`src/rtl/fwd_hazard_tracker.sv`:
```
// ---------------------------------------------------------------------------
// fwd_hazard_tracker
//   Forwarding and load-use hazard unit for the pipelined core. It keeps its
//   own shift register of in-flight instruction tags (E stage plus
//   NUM_FWD_STAGES producer stages). From that state it drives the E-stage
//   operand forward selects, the F/D stall and the D/E bubble.
//
// Ports
//   clk          : clock, rising edge
//   reset        : asynchronous reset, active-low
//   valid_d      : D-stage slot holds a real instruction
//   src_d        : D-stage source registers, operand i at [i*AW +: AW]
//   dest_d       : D-stage destination register
//   regwrite_d   : D-stage instruction writes dest_d
//   isload_d     : D-stage instruction is a load
//   flush_e      : squash the D instruction entering E
//   fwd_sel_e    : per-operand select, 0 = regfile value, k = stage k result
//   stall_fd     : hold the PC and the F/D register
//   bubble_e     : load a NOP into the D/E register
//   stall_cycles : saturating count of cycles with stall_fd = 1
// ---------------------------------------------------------------------------
module fwd_hazard_tracker #(
  parameter int NUM_SRC        = 2,
  parameter int AW             = 5,
  parameter int NUM_FWD_STAGES = 2,
  parameter int LOAD_LAT       = 2,
  parameter int SEL_W          = $clog2(NUM_FWD_STAGES + 1),
  parameter int CNT_W          = 32
) (
  input  logic                     clk,
  input  logic                     reset,
  input  logic                     valid_d,
  input  logic [NUM_SRC*AW-1:0]    src_d,
  input  logic [AW-1:0]            dest_d,
  input  logic                     regwrite_d,
  input  logic                     isload_d,
  input  logic                     flush_e,
  output logic [NUM_SRC*SEL_W-1:0] fwd_sel_e,
  output logic                     stall_fd,
  output logic                     bubble_e,
  output logic [CNT_W-1:0]         stall_cycles
);

  localparam int NS = NUM_FWD_STAGES;
  // A load's isload flag is only inspected while it can still cause a stall
  // (entries 0..LOAD_LAT-2), so it is only carried that far.
  localparam int LD_TOP = (LOAD_LAT >= 2) ? LOAD_LAT - 2 : 0;

  // Entry 0 is the E stage, entry k is producer stage k.
  logic [NS:0]     valid_q;
  logic [NS:0]     rw_q;
  logic [AW-1:0]   dest_q [NS+1];
  logic [LD_TOP:0] ld_q;
  logic [AW-1:0]   esrc_q [NUM_SRC];
  logic [CNT_W-1:0] cnt_q, cnt_d;
  logic             e_valid_d;

  logic [NUM_SRC-1:0] hz_vec;

  for (genvar gi = 0; gi < NUM_SRC; gi++) begin : g_src
    logic [AW-1:0]    d_src;
    logic             hz;
    logic [SEL_W-1:0] sel;

    assign d_src = src_d[gi*AW +: AW];

    always_comb begin
      // Load-use: a load not yet at its data stage blocks a D consumer.
      hz = 1'b0;
      for (int p = 0; p < LOAD_LAT - 1; p++) begin
        if (valid_q[p] && ld_q[p] && rw_q[p] &&
            (dest_q[p] == d_src) && (d_src != '0)) begin
          hz = 1'b1;
        end
      end
      // Scan oldest to youngest so the youngest matching producer wins.
      sel = '0;
      for (int k = NS; k >= 1; k--) begin
        if (valid_q[k] && rw_q[k] &&
            (dest_q[k] == esrc_q[gi]) && (esrc_q[gi] != '0)) begin
          sel = SEL_W'(k);
        end
      end
      if (!valid_q[0]) begin
        sel = '0;
      end
    end

    assign hz_vec[gi]                     = hz;
    assign fwd_sel_e[gi*SEL_W +: SEL_W]   = sel;
  end

  // A flushed instruction never needs to wait, so flush masks the stall.
  assign stall_fd  = reset & valid_d & ~flush_e & (|hz_vec);
  assign bubble_e  = reset & (stall_fd | flush_e);
  assign e_valid_d = valid_d & ~stall_fd & ~flush_e;
  assign cnt_d     = (stall_fd && (cnt_q != '1)) ? cnt_q + 1'b1 : cnt_q;
  assign stall_cycles = cnt_q;

  always_ff @(posedge clk or negedge reset) begin
    if (!reset) begin
      valid_q <= '0;
      rw_q    <= '0;
      ld_q    <= '0;
      for (int k = 0; k <= NS; k++) dest_q[k] <= '0;
      for (int i = 0; i < NUM_SRC; i++) esrc_q[i] <= '0;
      cnt_q   <= '0;
    end else begin
      valid_q[0] <= e_valid_d;
      rw_q[0]    <= regwrite_d;
      dest_q[0]  <= dest_d;
      ld_q[0]    <= isload_d;
      for (int i = 0; i < NUM_SRC; i++) esrc_q[i] <= src_d[i*AW +: AW];
      // Downstream of E the pipeline never stalls: shift every clock.
      for (int k = 1; k <= NS; k++) begin
        valid_q[k] <= valid_q[k-1];
        rw_q[k]    <= rw_q[k-1];
        dest_q[k]  <= dest_q[k-1];
      end
      for (int k = 1; k <= LD_TOP; k++) ld_q[k] <= ld_q[k-1];
      cnt_q <= cnt_d;
    end
  end

endmodule
```
`config.mk`:
```
export PLATFORM = sky130hd
export DESIGN_NAME = fwd_hazard_tracker
export DESIGN_NICKNAME = d
export VERILOG_FILES = /design/src/rtl/fwd_hazard_tracker.sv
export SDC_FILE = /design/constraint.sdc
export NUM_CORES = 1
export LEC_CHECK = 0
export BUFFER_PORTS_ARGS = -buffer_cell sky130_fd_sc_hd__buf_2
export CORE_UTILIZATION = 29
export DETAILED_ROUTE_END_ITERATION = 8
export SLEW_MARGIN = 20
export SYNTH_ARGS = -nofsm -noshare
export SYNTH_HDL_FRONTEND = slang
export SYNTH_SLANG_ARGS = --single-unit
export TNS_END_PERCENT = 50
```
`constraint.sdc`:
```
create_clock -name clk -period 2.3 [get_ports clk]
set_clock_uncertainty 0.2 [all_clocks]
set_input_delay 0.46 -clock clk [delete_from_list [all_inputs] [get_ports clk]]
set_output_delay 0.46 -clock clk [all_outputs]
set_load 0.005 [all_outputs]
```
==> reports/results.ini, run 1 <==
[critical_path]
critical_path_arrival_ns = 1.89
cp_slowest_cell = sky130_fd_sc_hd__or4_4
sort_of_element_at_the_end_of_the_critical_path = primary output
worst_r2r_startpoint = dest_q[10]$_DFF_PN0_
timing.critical_path.from = esrc_q[1]$_DFF_PN0_
critical_path_required_ns = 1.64
cp_cell_sequence = or4_4 > nor2_4 > nor4_2 > nor4_1 > buf_2
worst-path-max-fanout = 2
start_kind = flip-flop
critPathMaxStageDelay_ns = 0.55
setup.worst_path.class = flip-flop to primary output

[global_route]
grt_start_max_net_pins = 65
grt.met3_usage_pct = 3.93
globalRouteMet2Util_pct = 21.1
first_global_vias = 2269
global_route_wire_length_before_repair_um = 11100
grt_antenna_before_repair = 0
gr-max-usage-layer = met2
groute.layer.met1.usage_pct = 18.6
grt_util_all_layers_pct = 14.0
overflow = 0

[power_and_ir_drop]
clock_power_share_pct = 39.7
powerDensity_mw_per_mm2 = 562
seqPwrFrac_pct = 54.1
switching_share_pct = 25.0
p_switching_uw = 546
internal-power_mw = 1.64
combinationalPowerShare_pct = 6.2
vdd_ir_drop_max_mv = 0.220
cellLeakagePower_nw = 1.87

[clock_network]
numCtsBuffers = 9
cts.clk_slew.worst_paths_ns = 0.08
clock_tree_from_tritoncts = done
clkSinkCount = 64
insertion_delay_ns = 0.34
ctsLongestPathBuffers = 2
cts-root-buf = sky130_fd_sc_hd__clkbuf_8
cts-htree-levels = 3

[synthesis]
netlist_area_mm2 = 0.00296
synth_flop_cell = sky130_fd_sc_hd__dfrtp_1
yosys_warnings = 0
netlist.area_leader.share_pct = 54.2
synth.avg_cell_area_um2 = 11.6
postSynthRegisterBits = 64
netlist_top_cells_count = 64 x sky130_fd_sc_hd__dfrtp_1, 31 x sky130_fd_sc_hd__xor2_1, 25 x sky130_fd_sc_hd__xnor2_1
async_flop_share_pct = 100
ys_seq_area_share_pct = 54.2
netlist_instances = 255
syn-num-nets = 277
synth_cell_type_count = 35
synth_area_leaders = sky130_fd_sc_hd__dfrtp_1 54%, sky130_fd_sc_hd__xor2_1 9.2%, sky130_fd_sc_hd__xnor2_1 7.4%, sky130_fd_sc_hd__nand4_1 4.7%, sky130_fd_sc_hd__nor4_2 3.0%
synth-edff-count = 0
cell_with_the_most_instances_after_synthesis = sky130_fd_sc_hd__dfrtp_1
post_synth_top_area_cell = sky130_fd_sc_hd__dfrtp_1

[min_path]
worst_hold_launch = dest_d[4]
worst_hold_path_type = primary input to flip-flop

[cells_and_area]
layout-drive-gt1-share_pct = 38.9
fillers = 973
non_filler_cells_final = 488
layout.area.seq_mm2 = 0.00160
final_util_pct = 39.7
n_antenna_cell = 0
total_nets_final = 372
multi_input_area_mm2 = 0.00142
areaGrowthSynthToFinish_pct = 31.9

[placed_design]
post-place-cells = 463
i_o_buffers = 58
gp_congestion = 0.804
place.detailed.hpwl_um = 5120

[route]
drc_errors = 0
routedWlPerCell_um = 14.3
avgViaCountPerCell = 4.60
detail-route-antenna-nets = 0
drt-pass1-iter-count = 4
drt_wl_total_um = 6960
dr_total_vias = 2244
detail_route.iter0.violations = 127

[timing]
min_period_ns = 2.55
tightest_slew_ns = 0.796
maxClockFrequency_ghz = 0.392
post-route-period-util_pct = 111
maxSlewHeadroom_pct = 46.9
final-setup-viol-count = 6
timing.final.max_slew_violations = 0
totalNegativeSetupSlack_ns = -0.734
rsz0062_at_grt = yes
hold_violations = 0
setup_ws_ns = -0.253

[floorplan]
core_region_area_mm2 = 0.00982
rows = 36
initial_core_util_pct = 30.1
floorplan.die.height_um = 103
i_o_pin_cnt = 59
floorplan.die_area_mm2 = 0.0106
floorplan.die.width_um = 103

[run_status]
violations = setup timing
status = finished with violations

[flow_run]
drv.max_cap_violation_count = 0

power groups by stage:
stage	registers, mW	logic [mW]	clock network, mW
2_1_floorplan	1.20	0.0532	0
3_3_place_gp	1.20	0.121	0
3_5_place_dp	1.20	0.123	0
4_1_cts	1.18	0.125	0.894
5_1_grt	1.19	0.150	0.945
6_report	1.18	0.136	0.869
path summary, 6_finish.rpt:
kind	endpoint	cells past startpoint	slack, ns
worst max-delay path	fwd_sel_e[3]	5	-0.25
worst min-delay path	dest_q[14]$_DFF_PN0_	1	0.02
worst max register to register	stall_cycles[26]$_DFFE_PN0P_	9	0.07
worst min register to register	rw_q[2]$_DFF_PN0_	0	0.18
max in group asynchronous	dest_q[11]$_DFF_PN0_	3	1.10
min in group asynchronous	dest_q[13]$_DFF_PN0_	3	0.26
stage by stage:
step	setup WS [ns]	hold WS (ns)	total power [mW]	cell area, um2
after floorplan	0.216	-0.0356	1.25	2960
after global placement	0.0288	0.159	1.33	3530
after detailed placement	0.0102	0.162	1.33	3530
after CTS	-0.283	0.00529	2.20	3740
after global routing	-0.314	0.000658	2.28	3900
final	-0.253	0.0183	2.19	3900
final cells by class:
| class | instances | area share, % |
|---|---|---|
| repair buffers | 88 | 13.5 |
| clock buffers | 10 | 3.53 |
| clock inverters | 6 | 1.09 |
| well taps | 133 | 4.27 |
| flip-flops and latches | 64 | 41.2 |
| multi-input cells | 187 | 36.5 |
layer usage:
layer,wire length [um],vias up
li1,-,1101
met1,3330,1089
met2,3190,42
met3,310,12
met4,129,0
met5,0,-
cells by family after synthesis:
kind of cell / synth area share [%]
AO/OA/AOI/OAI: 1.40
AND/OR/NAND/NOR: 25.1
buffers and inverters: 1.19
multiplexers: 1.14
XOR/XNOR: 16.6
adder cells (fa/ha/maj): 0.423
flip-flops: 54.2
critical path: cells and delay by family, from the launching register on:
| family | cells | cell delay [ns] |
|---|---|---|
| simple gates | 4 | 0.99 |
| buf+inv | 1 | 0.17 |
| flops | 1 | 0.39 |
flip-flops by register name, summed over array words and instances (netlist names):
| name | flops |
|---|---|
| rw_q | 3 |
| ld_q | 1 |
| valid_q | 3 |
| dest_q | 15 |
| stall_cycles | 32 |
| esrc_q | 10 |
repair_timing:
action	CTS	global route
endpoints found under the hold margin	0	1
buffers inserted	3	7
gates resized for setup	3	22
pin swaps	7	11
hold buffers	0	1
setup endpoints to repair	6	26
layout by cell type, fill, tap and decap left out, drive strengths merged:
cell and count:
buf 87, dfrtp 64, xor2 31, xnor2 25
nand4 23, nand2 21, nor2 15, nor4 13
and3 11, nand3 10, clkbuf 10, nor3 9
and2 5, nor4b 3, clkinv 3, or2 3
mux2 3, or4 2, o21ai 2, nand2b 2
nor3b 2, clkinvlp 2, a21oi 1, nand3b 1
a41oi 1, a31oi 1, o211ai 1, and4 1
ha 1, inv 1, dlygate4sd3 1
No activity file was read; power rests on OpenSTA's default activity.
==> inputs of run 2 (changes only) <==
Settings changed: ABC_AREA from default to 1.
==> run 2 against run 1 <==
Against the previous run: the flow now finishes without violations; maximum frequency grew 15%; wire length grew 45%; critical path depth is the same; die area grew 25%; clock power grew 46%; via count grew 58%.
==> reports/results.ini, run 2 <==
[timing]
post-route-period-util_pct = 96.5  ; -15 points
timing.final.max_slew_violations = 0  ; unchanged
hold_violations = 0  ; unchanged
setup_ws_ns = 0.0804  ; +0.334 ns
min_period_ns = 2.22  ; -0.334 ns
totalNegativeSetupSlack_ns = 0  ; +0.734 ns
maxSlewHeadroom_pct = 46.5  ; -0.43 points
maxClockFrequency_ghz = 0.451  ; +15%
final-setup-viol-count = 0  ; -6
tightest_slew_ns = 0.802  ; +0.00646 ns
rsz0062_at_grt = yes

[synthesis]
netlist_area_mm2 = 0.00370  ; +25%
postSynthRegisterBits = 64  ; unchanged
synth.avg_cell_area_um2 = 7.12  ; -39%
syn-num-nets = 542  ; +96%
cell_with_the_most_instances_after_synthesis = sky130_fd_sc_hd__nand2_1
synth_cell_type_count = 30  ; -14%
synth_flop_cell = sky130_fd_sc_hd__dfrtp_1
synth_area_leaders = sky130_fd_sc_hd__dfrtp_1 43%, sky130_fd_sc_hd__nand2_1 21%, sky130_fd_sc_hd__nor2_1 6.9%, sky130_fd_sc_hd__nand4_1 6.1%, sky130_fd_sc_hd__inv_1 4.9%
post_synth_top_area_cell = sky130_fd_sc_hd__dfrtp_1
async_flop_share_pct = 100  ; unchanged
netlist_instances = 520  ; +100%
synth-edff-count = 0  ; unchanged
netlist.area_leader.share_pct = 43.2  ; -11 points
ys_seq_area_share_pct = 43.2  ; -11 points
yosys_warnings = 0  ; unchanged
netlist_top_cells_count = 206 x sky130_fd_sc_hd__nand2_1, 68 x sky130_fd_sc_hd__nor2_1, 64 x sky130_fd_sc_hd__dfrtp_1

[cells_and_area]
n_antenna_cell = 0  ; unchanged
non_filler_cells_final = 763  ; +56%
largest_register_ff_count = 32  ; unchanged
layout.cells.most_common = sky130_fd_sc_hd__nand2_1
layout.cells.most_common_list = 206 x sky130_fd_sc_hd__nand2_1, 66 x sky130_fd_sc_hd__nor2_1, 58 x sky130_fd_sc_hd__dfrtp_1, 58 x sky130_fd_sc_hd__buf_2, 45 x sky130_fd_sc_hd__inv_1
areaGrowthSynthToFinish_pct = 22.8
layout-drive-gt1-share_pct = 18.8  ; -20 points
final_util_pct = 37.2  ; -2.5 points
fillers = 1301  ; +34%
layout.area.seq_mm2 = 0.00161  ; +0.31%
multi_input_area_mm2 = 0.00187  ; +31%
total_nets_final = 613  ; +65%

[clock_network]
ctsLongestPathBuffers = 2  ; unchanged
clock_tree_from_tritoncts = done
cts_hold_buf = 0  ; unchanged
cts.clk_slew.worst_paths_ns = 0.05  ; -0.03 ns
clkSinkCount = 64  ; unchanged
insertion_delay_ns = 0.33  ; about the same
numCtsBuffers = 9  ; unchanged
cts-htree-levels = 3  ; unchanged
cts-root-buf = sky130_fd_sc_hd__clkbuf_16

[power_and_ir_drop]
finalPower_mw = 2.59  ; +18%
vdd_ir_drop_max_mv = 0.305  ; +38%
powerDensity_mw_per_mm2 = 570  ; +1.4%
cellLeakagePower_nw = 2.29  ; +23%

[floorplan]
floorplan.die_area_mm2 = 0.0132  ; +25%
core_region_area_mm2 = 0.0122  ; +24%
floorplan.die.width_um = 115  ; +12%
floorplan.die.height_um = 115  ; +12%
rows = 40  ; +11%
i_o_pin_cnt = 59  ; unchanged
initial_core_util_pct = 30.3  ; +0.23 points

[critical_path]
critical_path_arrival_ns = 1.56  ; -0.33 ns
critical_path.top_delay_family = simple AND/OR/NAND/NOR gates
worstPathBufferInverterCount = 1  ; unchanged
critical_path_required_ns = 1.64  ; about the same
worst_r2r_startpoint = stall_cycles[0]$_DFFE_PN0P_
critPathMaxStageDelay_ns = 0.43  ; -0.12 ns
cp_slowest_cell = sky130_fd_sc_hd__dfrtp_1
start_kind = flip-flop
sort_of_element_at_the_end_of_the_critical_path = primary output
cp_cell_sequence = a21oi_1 > nand3_1 > nor4_4 > and2_1 > buf_2
worst-path-max-fanout = 5  ; +3
timing.critical_path.from = dest_q[8]$_DFF_PN0_
setup.worst_path.class = flip-flop to primary output

[route]
routedWlPerCell_um = 13.3  ; -6.9%
detail-route-antenna-nets = 0  ; unchanged
avgViaCountPerCell = 4.66  ; +1.3%
drt_wl_total_um = 10100  ; +45%
detail_route.iter0.violations = 153  ; +20%
drc_errors = 0  ; unchanged
dr_total_vias = 3555  ; +58%
drt-pass1-iter-count = 6  ; +2

[global_route]
global_route_wire_length_before_repair_um = 17100  ; +54%
grt_antenna_before_repair = 0  ; unchanged
first_global_vias = 3546  ; +56%
grt_start_max_net_pins = 65  ; unchanged
overflow = 0  ; unchanged
grt_util_all_layers_pct = 16.8  ; +2.8 points

[placed_design]
gp_congestion = 0.912  ; +13%
place.detailed.hpwl_um = 7480  ; +46%
post-place-cells = 744  ; +61%
dpl_worst_slack_ns = 0.278  ; +0.268 ns
i_o_buffers = 58  ; unchanged

[min_path]
worst_hold_launch = dest_d[4]
worst_hold_path_type = primary input to flip-flop

[flow_run]
drv.max_cap_violation_count = 0  ; unchanged

[run_status]
status = completed

run 2: cell families after synthesis:
kind of cell | Yosys count | share of synthesized area, %
xor+xnor | 20 | 4.73
compound gates | 19 | 2.84
simple gates | 355 | 41.9
fa+ha+maj | 1 | 0.338
flops | 64 | 43.2
buf+inv | 61 | 6.93
run 2: layout make-up:
class                      count  share of cell area, %
multi-input combinational    395                   41.0
sequential                    64                   35.4
timing repair buffer          71                   8.81
clock buffer                  12                   5.64
tap                          168                   4.62
inverter                      50                   4.13
clock inverter                 3                  0.385
run 2: worst paths after layout:
| kind | to | slack, ns | cells after the start |
|---|---|---|---|
| max | fwd_sel_e[2] | 0.08 | 5 |
| min | dest_q[14]$_DFF_PN0_ | 0.03 | 1 |
| max reg2reg | stall_cycles[27]$_DFFE_PN0P_ | 0.26 | 8 |
| min reg2reg | rw_q[2]$_DFF_PN0_ | 0.18 | 0 |
| max in group asynchronous | dest_q[12]$_DFF_PN0_ | 1.15 | 2 |
| min in group asynchronous | stall_cycles[30]$_DFFE_PN0P_ | 0.16 | 2 |
run 2: what timing repair did:
item | 4_1_cts | 5_1_grt
endpoints found under the setup margin | 3 | 4
setup buffers | 0 | 4
pin swaps | 1 | 1
resized for setup | 3 | 9
run 2: worst register-to-register path, cell delays in order (launching register included):
cell and delay (ns):
sky130_fd_sc_hd__dfrtp_1 0.41, sky130_fd_sc_hd__ha_1 0.25, sky130_fd_sc_hd__nand3_2 0.14, sky130_fd_sc_hd__nor2_2 0.20, sky130_fd_sc_hd__nand3_1 0.17, sky130_fd_sc_hd__nor2_1 0.20
sky130_fd_sc_hd__nand3_2 0.17, sky130_fd_sc_hd__nand4_1 0.14, sky130_fd_sc_hd__nand2_1 0.06
run 2: per-stage QoR:
| step | cell area [um2] | hold slack (ns) |
|---|---|---|
| final | 4550 | 0.0298 |
| after global placement | 4220 | 0.159 |
| after detailed placement | 4220 | 0.168 |
| after CTS | 4500 | 0.0156 |
| after global routing | 4550 | 0.0266 |
| after floorplan | 3700 | -0.0356 |
run 2: routing by layer:
metal | share of wire (%) | routed length [um] | vias to the layer above | global-route usage [%]
met5 | 0 | 0 | - | 0
met4 | 2.1 | 210 | 0 | 7.62
met3 | 4.8 | 485 | 17 | 3.95
met2 | 49 | 4920 | 95 | 29.1
met1 | 45 | 4510 | 1647 | 19.7
li1 | - | - | 1796 | -
run 2: power breakdown:
part | internal (mW) | leakage (nW) | switching (mW)
logic | 0.0501 | 1.34 | 0.0872
clock network | 0.778 | 0.134 | 0.488
registers | 1.16 | 0.817 | 0.0300
